--- config.mk ---
export PLATFORM = sky130hd
export DESIGN_NAME = din_pacer
export DESIGN_NICKNAME = d
export VERILOG_FILES = /design/src/rtl/din_pacer.sv
export SDC_FILE = /design/constraint.sdc
export NUM_CORES = 1
export LEC_CHECK = 0
export CELL_PAD_IN_SITES_DETAIL_PLACEMENT = 1
export CELL_PAD_IN_SITES_GLOBAL_PLACEMENT = 2
export CORE_UTILIZATION = 34
export CTS_CLUSTER_DIAMETER = 40
export CTS_CLUSTER_SIZE = 8
export DETAILED_ROUTE_END_ITERATION = 16
export PLACE_DENSITY_LB_ADDON = 0.1
export SLEW_MARGIN = 20
export SYNTH_ARGS = -nofsm -noshare
export SYNTH_HDL_FRONTEND = slang
export SYNTH_SLANG_ARGS = --single-unit
--- constraint.sdc ---
create_clock -name clk -period 3.4 [get_ports clk]
set_input_delay 0.34 -clock clk [delete_from_list [all_inputs] [get_ports clk]]
set_output_delay 0.34 -clock clk [all_outputs]
set_load 0.02 [all_outputs]
--- src/rtl/din_pacer.sv ---
// Paced valid-only stream source: ready/valid words buffer in a FIFO and leave with cfg_gap idle cycles between them.
// Optional DIN_PACER_STAT_EN adds word_cnt/ovf_seen statistics ports.
module din_pacer #(
  parameter int DWIDTH    = 16,
  parameter int DEPTH     = 8,
  parameter int GAP_WIDTH = 8
) (
  input  logic                       clk,
  input  logic                       rst_n,
  input  logic                       up_valid,
  output logic                       up_ready,
  input  logic [DWIDTH-1:0]          up_data,
  input  logic                       cfg_en,
  input  logic [GAP_WIDTH-1:0]       cfg_gap,
  output logic                       din_valid,
  output logic [DWIDTH-1:0]          din_data,
  output logic [$clog2(DEPTH):0]     fifo_level,
  output logic                       busy
`ifdef DIN_PACER_STAT_EN
  ,output logic [31:0]               word_cnt,
  output logic                       ovf_seen
`endif
);
  localparam int AW = $clog2(DEPTH);
  localparam int LW = AW + 1;

  typedef enum logic [1:0] {IDLE, EMIT, GAP} state_t;

  state_t                state;
  logic [GAP_WIDTH-1:0]  gap_cnt;
  logic [DWIDTH-1:0]     mem [DEPTH];
  logic [AW-1:0]         wr_ptr, rd_ptr;
  logic                  push, pop, slot_free;

  assign up_ready = (fifo_level != LW'(DEPTH));
  assign push     = up_valid & up_ready;
  assign busy     = (state != IDLE) | (fifo_level != '0);

  // A pop is allowed only at a slot boundary: idle, a zero-gap emit, or the last gap cycle.
  always_comb begin
    slot_free = 1'b0;
    case (state)
      IDLE:    slot_free = 1'b1;
      EMIT:    slot_free = (cfg_gap == '0);
      GAP:     slot_free = (gap_cnt == '0);
      default: slot_free = 1'b0;
    endcase
  end
  assign pop = cfg_en & (fifo_level != '0) & slot_free;

  // Storage carries no reset; writes are dropped while rst_n is low.
  always_ff @(posedge clk) begin
    if (rst_n && push) mem[wr_ptr] <= up_data;
  end

  always_ff @(posedge clk) begin
    if (!rst_n) begin
      state      <= IDLE;
      gap_cnt    <= '0;
      wr_ptr     <= '0;
      rd_ptr     <= '0;
      fifo_level <= '0;
      din_valid  <= 1'b0;
      din_data   <= '0;
    end else begin
      if (push) wr_ptr <= wr_ptr + AW'(1);
      if (pop) begin
        rd_ptr   <= rd_ptr + AW'(1);
        din_data <= mem[rd_ptr];
      end
      fifo_level <= fifo_level + LW'(push) - LW'(pop);
      din_valid  <= pop;
      case (state)
        IDLE: if (pop) state <= EMIT;
        EMIT: begin
          if (cfg_gap == '0) begin
            state <= pop ? EMIT : IDLE;
          end else begin
            state   <= GAP;
            gap_cnt <= cfg_gap - GAP_WIDTH'(1);
          end
        end
        GAP: begin
          if (gap_cnt != '0) gap_cnt <= gap_cnt - GAP_WIDTH'(1);
          else               state   <= pop ? EMIT : IDLE;
        end
        default: state <= IDLE;
      endcase
    end
  end

`ifdef DIN_PACER_STAT_EN
  always_ff @(posedge clk) begin
    if (!rst_n) begin
      word_cnt <= '0;
      ovf_seen <= 1'b0;
    end else begin
      word_cnt <= word_cnt + 32'(din_valid);
      if (up_valid & ~up_ready) ovf_seen <= 1'b1;
    end
  end
`endif

endmodule

After elaboration in Yosys (flattened, before gate mapping)
Memory sizes are Yosys's and may differ from the RTL's. A register that Yosys moved wholly into a read port is not among the register bits. Cells that the tools add are included.

Register bits after elaboration: 21. Memories: 1. Memory bits (writable): 128.

Memories: mem (words 8, width 16, read ports 1, clocked after memory_dff 1, wr ports 1, RTL line 31) `logic [DWIDTH-1:0] mem [DEPTH];`.

Add/subtract/negate cells: 6. Bitwise logic cells: 4. Multiplexer cells: 11. Reduce and logical (&&, ||, !) cells: 11. Equality and inequality tests: 7.

Operators by type and width (count): 8-bit zero test (2); 8-bit 2-to-1 mux (2); 8-bit one-hot mux with 2 select lines (1); 8-bit by 1-bit subtractor with 8-bit output (second input constant) (2); 2-bit inequality test (second input constant) (4); 8-bit nonzero test (1); 3-bit by 1-bit adder with 3-bit output (second input constant) (2); 2-bit 2-to-1 mux (3); 2-bit one-hot mux with 3 select lines (1); 4-bit by 1-bit adder with 4-bit output (1); 4-bit inequality test (second input constant) (1); 2-bit nonzero test (2); 4-bit nonzero test (1); 4-bit by 1-bit subtractor with 4-bit output (1); 1-bit AND (3); 1-bit 2-to-1 mux (3); 1-bit one-hot mux with 3 select lines (1); 3-bit AND reduction (1); 2-bit by 1-bit == test with 1-bit output (second input constant) (1); 2-bit == test (second input constant) (1); 2-bit zero test (1); 2-bit AND reduction (1); 1-bit logical AND (1); 1-bit zero test (1); 1-bit bitwise OR (1).

Logic depth before layout (Yosys ltp)
Gate-level depths: netlist (run 1).

Depth after elaboration: 6. Mapped depth: 12. Mapped depth without buffers: 11.

Worst setup path before layout (run 1)
OpenSTA, ideal clock, no wires.

Kind: register to register. Start point: register fifo_level[2]. End point: memory mem[1][0], enable pin. Slack: 0.252 ns. Cell stages (with the launch flop): 6. Arrival: 2.718 ns. Path buffers: 0. Period minus slack after synthesis: 3.148 ns. Setup time: 0.430 ns. Cell sequence: dfxtp_1 inv_1 ha_1 nand2_1 nand2_1 nor4_1.

Word-level cells in the longest chain between the ends: 5.

Ends and longest elaborated chain: start, declared (RTL line 17) `output logic [$clog2(DEPTH):0] fifo_level,`; start signal, assigned (RTL line 71) `fifo_level <= fifo_level + LW'(push) - LW'(pop);`; 4-bit inequality test (RTL line 35) `assign up_ready = (fifo_level != LW'(DEPTH));`; named net up_ready (RTL line 11) `output logic up_ready,`; 1-bit AND (RTL line 36) `assign push = up_valid & up_ready;`; 1-bit logical AND (RTL line 53) `if (rst_n && push) mem[wr_ptr] <= up_data;`; 1-bit 2-to-1 mux (RTL line 53); 1-bit 2-to-1 mux (not written as such) (RTL line 53); end, declared (RTL line 31).

The timed path passes the listed nets, and every way through them passes these cells.

Worst setup path in the final report (run 1)
Start point: register gap_cnt[5]. End point: register fifo_level[2].

Word-level cells in the longest chain between the ends: 4.

Ends and longest elaborated chain: start, declared (RTL line 30) `logic [GAP_WIDTH-1:0] gap_cnt;`; start signal, assigned (RTL line 80) `gap_cnt <= cfg_gap - GAP_WIDTH'(1);`; start signal, assigned (RTL line 84) `if (gap_cnt != '0) gap_cnt <= gap_cnt - GAP_WIDTH'(1);`; 8-bit zero test (RTL line 45) `GAP: slot_free = (gap_cnt == '0);`; 1-bit one-hot mux with 3 select lines (RTL line 42) `case (state)`; 1-bit AND (RTL line 49) `assign pop = cfg_en & (fifo_level != '0) & slot_free;`; 4-bit by 1-bit subtractor with 4-bit output (RTL line 71).

No other way between the ends. A chain may end at the register's enable or synchronous reset.

==> results of run 1 <==
-- cell type report --
cell class,count,share of cell area (%)
tap,260,4.030
inverter,7,0.3255
multi-input combinational,221,24.57
clock inverter,10,0.7596
clock buffer,22,5.627
timing repair buffer,68,7.875
sequential,165,56.81
-- critical path, stage by stage, from the launching register on --
cell      delay, ps
dfxtp_1         350
or2_2           370
o41ai_1         460
nand4_1         200
nand2b_1        220
nand2_1          80
ha_1            160
inv_1            60
fa_1            370
xor2_1          130
nor2_1           50
-- metrics by stage --
stage                     utilization [%]  power (mW)  setup slack (ps)  hold WS, ps  instance area, um2
after CTS                           42.58       5.745             798.6        476.7                8071
final                               42.58       5.641             836.6        473.8                8071
after global routing                42.58       5.951             609.9        496.2                8071
after global placement              39.86       4.025             396.6        456.6                7556
after detailed placement            39.86       4.046             391.7        468.3                7556
after floorplan                         -       3.499             252.2        438.9                6650
-- flip-flops by register name, indices dropped and copies added (netlist names) --
name / count
din_data: 16
din_valid: 1
fifo_level: 4
gap_cnt: 8
mem: 128
rd_ptr: 3
state: 2
wr_ptr: 3
-- cell families (layout without fill, tap and decap cells) --
kind of cell	count (synthesis)	in the layout	share of synthesized area (%)
adders and majority gates	9	9	1.806
and+or+nand+nor	99	99	7.338
DFF	165	165	68.94
muxes	51	51	13.70
buffers and inverters	29	107	1.731
AOI/OAI and AO/OA	57	57	5.833
xor gates and xnor gates	5	5	0.6586
-- layer usage --
metal | vias to the layer above | share of wire (%) | global-route usage [%]
li1 | 1766 | - | -
met1 | 1986 | 42 | 19.22
met3 | 11 | 2.9 | 2.869
met5 | - | 0 | 0
met2 | 61 | 54 | 29.92
met4 | 0 | 0.99 | 4.924
-- how the worst max path moves through the flow --
stage	start	endpoint	slack (ps)	cells past startpoint
after floorplan	fifo_level[2]	mem[1][0]	250	5
after global placement	cfg_gap[4]	fifo_level[2]	400	11
after detailed placement	cfg_gap[4]	fifo_level[3]	390	10
after CTS	gap_cnt[5]	fifo_level[3]	800	9
after global routing	gap_cnt[5]	fifo_level[2]	610	10
final	gap_cnt[5]	fifo_level[2]	840	10
-- power breakdown --
part           total [mW]  leakage, nW  switching [mW]  internal (mW)
sequential           2.49         1.46           0.141           2.35
clock                1.68        0.239           0.737          0.944
combinational        1.47        0.863           0.764          0.708
total                5.64         2.56            1.64           4.00
-- synthesized netlist by cell type, drive strengths merged --
master | count | share of area [%]
nor2 | 24 | 1.4
xor2 | 3 | 0.40
o22a | 1 | 0.13
nor3 | 7 | 0.53
o22ai | 2 | 0.19
nor2b | 2 | 0.19
o21bai | 1 | 0.17
ha | 8 | 1.5
and2 | 1 | 0.094
a21boi | 3 | 0.34
nand2 | 20 | 1.2
dfxtp | 37 | 11
inv | 7 | 0.40
o31ai | 17 | 1.9
o21ba | 1 | 0.15
or4 | 3 | 0.40
o21ai | 11 | 0.83
or2 | 2 | 0.19
clkbuf | 15 | 0.85
nand4 | 3 | 0.28
xnor2 | 2 | 0.26
edfxtp | 128 | 58
mux2i | 19 | 2.9
fa | 1 | 0.30
mux4 | 32 | 11
nor4 | 4 | 0.38
o21a | 1 | 0.11
a211oi | 2 | 0.23
o311ai | 2 | 0.26
a2111oi | 1 | 0.15
or3 | 6 | 0.64
buf | 7 | 0.49
a21o | 1 | 0.11
nand2b | 5 | 0.47
a31oi | 1 | 0.094
o221ai | 1 | 0.13
nand3 | 22 | 1.7
o41ai | 2 | 0.26
a21oi | 10 | 0.75
==> metrics.md, run 1 <==
| Metric | Value |
|---|---|
| Crit path required time | 3690 ps |
| Layout fillers | 1892 |
| Syn nets | 452 |
| Leakage power | 2.561 nW |
| CTS Buf Count | 17 |
| Post-CTS resize count | 0 |
| Final setup viols | 0 |
| Die width | 141.9 um |
| Hold Buf Count CTS | 0 |
| Synth unique cells | 45 |
| Worst slew pin tran | 803.9 ps |
| Die height | 141.9 um |
| CTS root buf | clkbuf_16 |
| Antenna violations before repair | 0 |
| Global-route wire length before repair | 23690 um |
| Antenna-violating nets left | 0 |
| Mean area per synthesized cell | 16.02 um2 |
| Relative slew slack | 45.95% |
| Routed via count | 3824 |
| FF-to-FF path depth | 10 |
| Syn Inst Count | 415 |
| Crit path max fanout | 5 |
| Final Cycle Share | 75.40% |
| CP endpoint kind | flop |
| Placed Cells | 721 |
| CORE AREA | 18960 um2 |
| Critical Path AT | 2860 ps |
| Worst hold path startpoint | din_data[2] |
| Max Fclk | 390.1 MHz |
| CTS H-Tree Depth | 4 |
| Wirelength, routed | 15070 um |
| Global route overflow | 0 |
| Residual DRC | 0 |
| Clk sink count | 165 |
| Routed len/inst | 20.01 um |
| Starting Density | 35.08% |
| Detailed Place HPWL | 9421 um |
| Hold path depth | 2 |
| Power per standard cell area | 698.8 nW/um2 |
| Final worst path period need | 2563 ps |
| Clock Skews | 12.30 ps |
| Pin count of the biggest net entering global routing | 40 |
| Fin Setup TNS | 0 ps |
| Commonest non-fill, non-tap cells in the layout | edfxtp_1, clkdlybuf4s50_1, dfxtp_1, mux4_2, nor2_1 |
| Sequential share of the synthesized area | 68.94% |
| Io pins | 51 |
| CTS clk-pin slew, worst paths | 70 ps |
| Yosys Warn Count | 0 |
| Hold Path End | din_data[2] |
| Inserted Diodes | 0 |
| Hold Path Class | flop to flop |
| CP Launch Type | flop |
| Drt pass-1 iters | 4 |
| CTS tree | built |
| Final slew viol count | 0 |
| Port bufs | 50 |
| Die area | 20120 um2 |
| Vias in the first global route | 4058 |
| R2R setup slack | 840 ps |
| Status | complete, no violations |
| Setup Crit Path Kind | flop to flop |
| Synthesized flop and latch total | 165 |
| Register area | 4586 um2 |
| Clk buf depth | 2 |
| R2r endpoint | fifo_level[2] |
| Final hold vios | 0 |
| Gr usage total | 16.24% |
| Mapped cell area | 6650 um2 |
| Reg2Reg Launch Point | gap_cnt[5] |
| Iteration-0 DRC count of the detailed router | 118 |
| Area growth, synth to finish | 21.37% |
| GPL Wtd Cong | 0.7723 |
| Floorplan row count | 50 |
| Skew-Pair Late Insertion Delay | 420 ps |
| Nets | 517 |
| RSZ-0062 raised after global routing | no |
| Multi-input gate area | 1983 um2 |
| Number of buffers added for setup after CTS | 0 |
| Fraction of layout cells with a size suffix above 1 | 18.46% |
| Non-Filler Instances | 753 |
| Commonest non-fill, non-tap cell in the layout | edfxtp_1 |
| Max-cap violation count | 0 |
| Peak supply drop | 0.3758 mV |
| Vias/cell | 5.078 |
Power figures use the tool's default switching activity.
==> run 2: changes to the inputs <==
==> constraint.sdc (replaced) <==
create_clock -name clk -period 2.12 [get_ports clk]
set_input_delay 0.212 -clock clk [delete_from_list [all_inputs] [get_ports clk]]
set_output_delay 0.212 -clock clk [all_outputs]
set_load 0.02 [all_outputs]
==> run 2 against run 1 <==
The flow now finishes with violations (negative setup slack). Clock power rose by 76%. Power increased by 75%. Routed wire length grew 5.3%. First-iteration DRC count rose by 38%. Register-to-register slack worse by 980 ps. Via count is 4.4% higher. Final cell count increased by 4.8%. Sequential share of layout area fell by 4.1 points. Combinational power rose by 100%.
==> metrics.md, run 2 (synthesized netlist as in run 1, its figures left out) <==
| Metric | Value |
|---|---|
| Comb power frac | 30.1% (was 26.1%) |
| Clk sink count | 165 (unchanged) |
| Clk buf depth | 2 (unchanged) |
| Vias/cell | 5.062 (was 5.078) |
| Skew-Pair Late Insertion Delay | 420 ps (about the same) |
| Residual DRC | 0 (unchanged) |
| Critical Path AT | 2560 ps (was 2860 ps) |
| CORE AREA | 18960 um2 (unchanged) |
| Power per standard cell area | 1135 nW/um2 (was 698.8 nW/um2) |
| CP endpoint kind | flop (unchanged) |
| Hold Path End | din_data[15] (was din_data[2]) |
| Antenna-violating nets left | 0 (unchanged) |
| Die height | 141.9 um (unchanged) |
| Slowest CP cell | fa_2 (was o41ai_1) |
| CTS Buf Count | 17 (unchanged) |
| R2r endpoint | fifo_level[1] (was fifo_level[2]) |
| CTS tree | built (unchanged) |
| Port bufs | 50 (unchanged) |
| Max-cap violation count | 0 (unchanged) |
| R2R setup slack | -140 ps (was 840 ps) |
| Fin Setup TNS | -360.3 ps (was 0 ps) |
| Reg power frac | 39.9% (was 44.1%) |
| GPL Wtd Cong | 0.7977 (was 0.7723) |
| Commonest non-fill, non-tap cells in the layout | edfxtp_1, clkdlybuf4s50_1, buf_4, dfxtp_1, mux4_2 (was edfxtp_1, clkdlybuf4s50_1, dfxtp_1, mux4_2, nor2_1) |
| Starting Density | 35.08% (unchanged) |
| CP Launch Type | flop (unchanged) |
| Top reg by flops | mem (unchanged) |
| Max reg flops | 128 (unchanged) |
| Io pins | 51 (unchanged) |
| Leakage power | 2.845 nW (was 2.561 nW) |
| CTS H-Tree Depth | 4 (unchanged) |
| Gr usage total | 16.95% (was 16.24%) |
| Final Cycle Share | 106.6% (was 75.40%) |
| Die width | 141.9 um (unchanged) |
| Routed len/inst | 20.11 um (was 20.01 um) |
| Wirelength, routed | 15870 um (was 15070 um) |
| Drt pass-1 iters | 4 (unchanged) |
| Final hold vios | 0 (unchanged) |
| Routed via count | 3994 (was 3824) |
| Final setup viols | 3 (was 0) |
| Relative slew slack | 66.79% (was 45.95%) |
| CP peak stage delay | 500 ps (was 460 ps) |
| Global-route wire length before repair | 24800 um (was 23690 um) |
| Area growth, synth to finish | 30.82% (was 21.37%) |
| Fraction of layout cells with a size suffix above 1 | 27.79% (was 18.46%) |
| Global route overflow | 0 (unchanged) |
| Floorplan row count | 50 (unchanged) |
| Crit path required time | 2420 ps (was 3690 ps) |
| Nets | 553 (was 517) |
| Iteration-0 DRC count of the detailed router | 163 (was 118) |
| Status | complete, but fails checks (was complete, no violations) |
| Cell Int Power | 6.990 mW (was 3.999 mW) |
| Final slew viol count | 0 (unchanged) |
| Hold slack | 474.7 ps (was 473.8 ps) |
| Top flop regs | mem (128), din_data (16), gap_cnt (8) (unchanged) |
| Reg2Reg Launch Point | gap_cnt[5] (unchanged) |
| Commonest non-fill, non-tap cell in the layout | edfxtp_1 (unchanged) |
| Setup Crit Path Kind | flop to flop (unchanged) |
| Vias in the first global route | 4372 (was 4058) |
| Clock Skews | 7.133 ps (was 12.30 ps) |
| Final worst path period need | 2260 ps (was 2563 ps) |
| Hold path depth | 2 (unchanged) |
| CTS root buf | clkbuf_16 (unchanged) |
| Worst slew pin tran | 497.4 ps (was 803.9 ps) |
| RSZ-0062 raised after global routing | yes (was no) |
| CTS clk-pin slew, worst paths | 60 ps (was 70 ps) |
| Worst hold path startpoint | din_data[15] (was din_data[2]) |
| Inserted Diodes | 0 (unchanged) |
| Clock power share | 30.0% (was 29.8%) |
| Psw | 2.883 mW (was 1.641 mW) |
| Antenna violations before repair | 0 (unchanged) |
| Switching Share | 29.20% (was 29.10%) |
| Core Util, Final | 45.89% (was 42.58%) |
| Cell Chain, Critical Path | or2_2 > o41ai_4 > nand4_1 > nand2b_4 > nand2_4 > ha_4 > inv_2 > fa_2 > nor2_1 (was or2_2 > o41ai_1 > nand4_1 > nand2b_1 > nand2_1 > ha_1 > inv_1 > fa_1 > xor2_1 > nor2_1) |
| Final setup margin | -139.9 ps (was 836.6 ps) |
| Peak supply drop | 0.7732 mV (was 0.3758 mV) |
| Die area | 20120 um2 (unchanged) |
| Violated checks | negative setup slack |
| Detailed Place HPWL | 9713 um (was 9421 um) |
| Max Fclk | 442.5 MHz (was 390.1 MHz) |
| Crit path max fanout | 3 (was 5) |
| Pin count of the biggest net entering global routing | 33 (was 40) |
| FF-to-FF path depth | 9 (was 10) |
| Hold Path Class | flop to flop (unchanged) |
[run 2: cell count changes in the layout (fill, tap and decap cells not counted), sizes merged]
cell / previous run / this run
inv: 7 / 10
bufinv: 0 / 2
clkinvlp: 5 / 1
clkinv: 5 / 6
clkdlybuf4s50: 50 / 49
dlygate4sd2: 0 / 1
clkbuf: 22 / 21
buf: 18 / 53
[run 2: worst max-delay path: cells and delay by family, from the launching register on]
kind	cells	cell delay (ps)
AND/OR/NAND/NOR	5	820
adder cells (fa/ha/maj)	2	630
AO/OA/AOI/OAI	1	330
flip-flops	1	310
buffers and inverters	1	40
[run 2: cell type report]
cell class                 count  area, um2
clock buffer                  20      436.7
inverter                       7      26.28
tap                          260      325.3
fill                        1853      10260
clock inverter                12      127.6
sequential                   165       4587
timing repair buffer         104       1076
multi-input combinational    221       2121
[run 2: power groups by stage]
stage	sequential [mW]	combinational, mW	clock [mW]
floorplan	4.13	1.57	0
global placement	3.99	2.75	0
global route	3.97	3.24	3.15
detailed placement	4.00	2.78	0
finish	3.94	2.98	2.96
CTS	3.94	2.87	3.04
[run 2: per-stage QoR]
stage	power (mW)	worst slack (ps)	instances	instance area, um2
floorplan	5.695	-260.3	415	6758
global placement	6.734	-572.0	753	7990
detailed placement	6.775	-620.3	753	7990
CTS	9.848	-172.1	787	8612
global route	10.36	-275.9	789	8700
finish	9.873	-139.9	789	8700
[run 2: worst max path at each step]
stage	start	to	slack, ps	cells after the start
floorplan	gap_cnt[0]	fifo_level[2]	-260	11
global placement	cfg_gap[3]	fifo_level[2]	-570	11
detailed placement	cfg_gap[3]	fifo_level[2]	-620	11
CTS	gap_cnt[4]	fifo_level[1]	-170	9
global route	gap_cnt[2]	fifo_level[1]	-280	9
finish	gap_cnt[5]	fifo_level[1]	-140	9
[run 2: metal layers]
layer  up-vias  routed length, um  global-route usage [%]
li1       1835                  -                       -
met1      2089               7050                   20.72
met2        54               8215                   29.69
met3        16                363                   3.139
met4         0                236                   6.565
met5         -                  0                       0
[run 2: repair_timing]
action	4_1_cts	5_1_grt
pin swaps	6	5
setup buffers	2	1
cloned	0	1
setup endpoints to repair	4	19
hold buffers	0	0
gates resized for setup	14	10
==> run 3: changes to the inputs <==
--- a/config.mk
+++ b/config.mk
@@ -5,6 +5,8 @@
 export SDC_FILE = /design/constraint.sdc
 export NUM_CORES = 1
 export LEC_CHECK = 0
+export ABC_AREA = 0
+export CAP_MARGIN = 20
 export CELL_PAD_IN_SITES_DETAIL_PLACEMENT = 1
 export CELL_PAD_IN_SITES_GLOBAL_PLACEMENT = 2
 export CORE_UTILIZATION = 34
==> results of run 3 <==
Same layout as run 2: the final DEF is identical, and so are final timing and power.
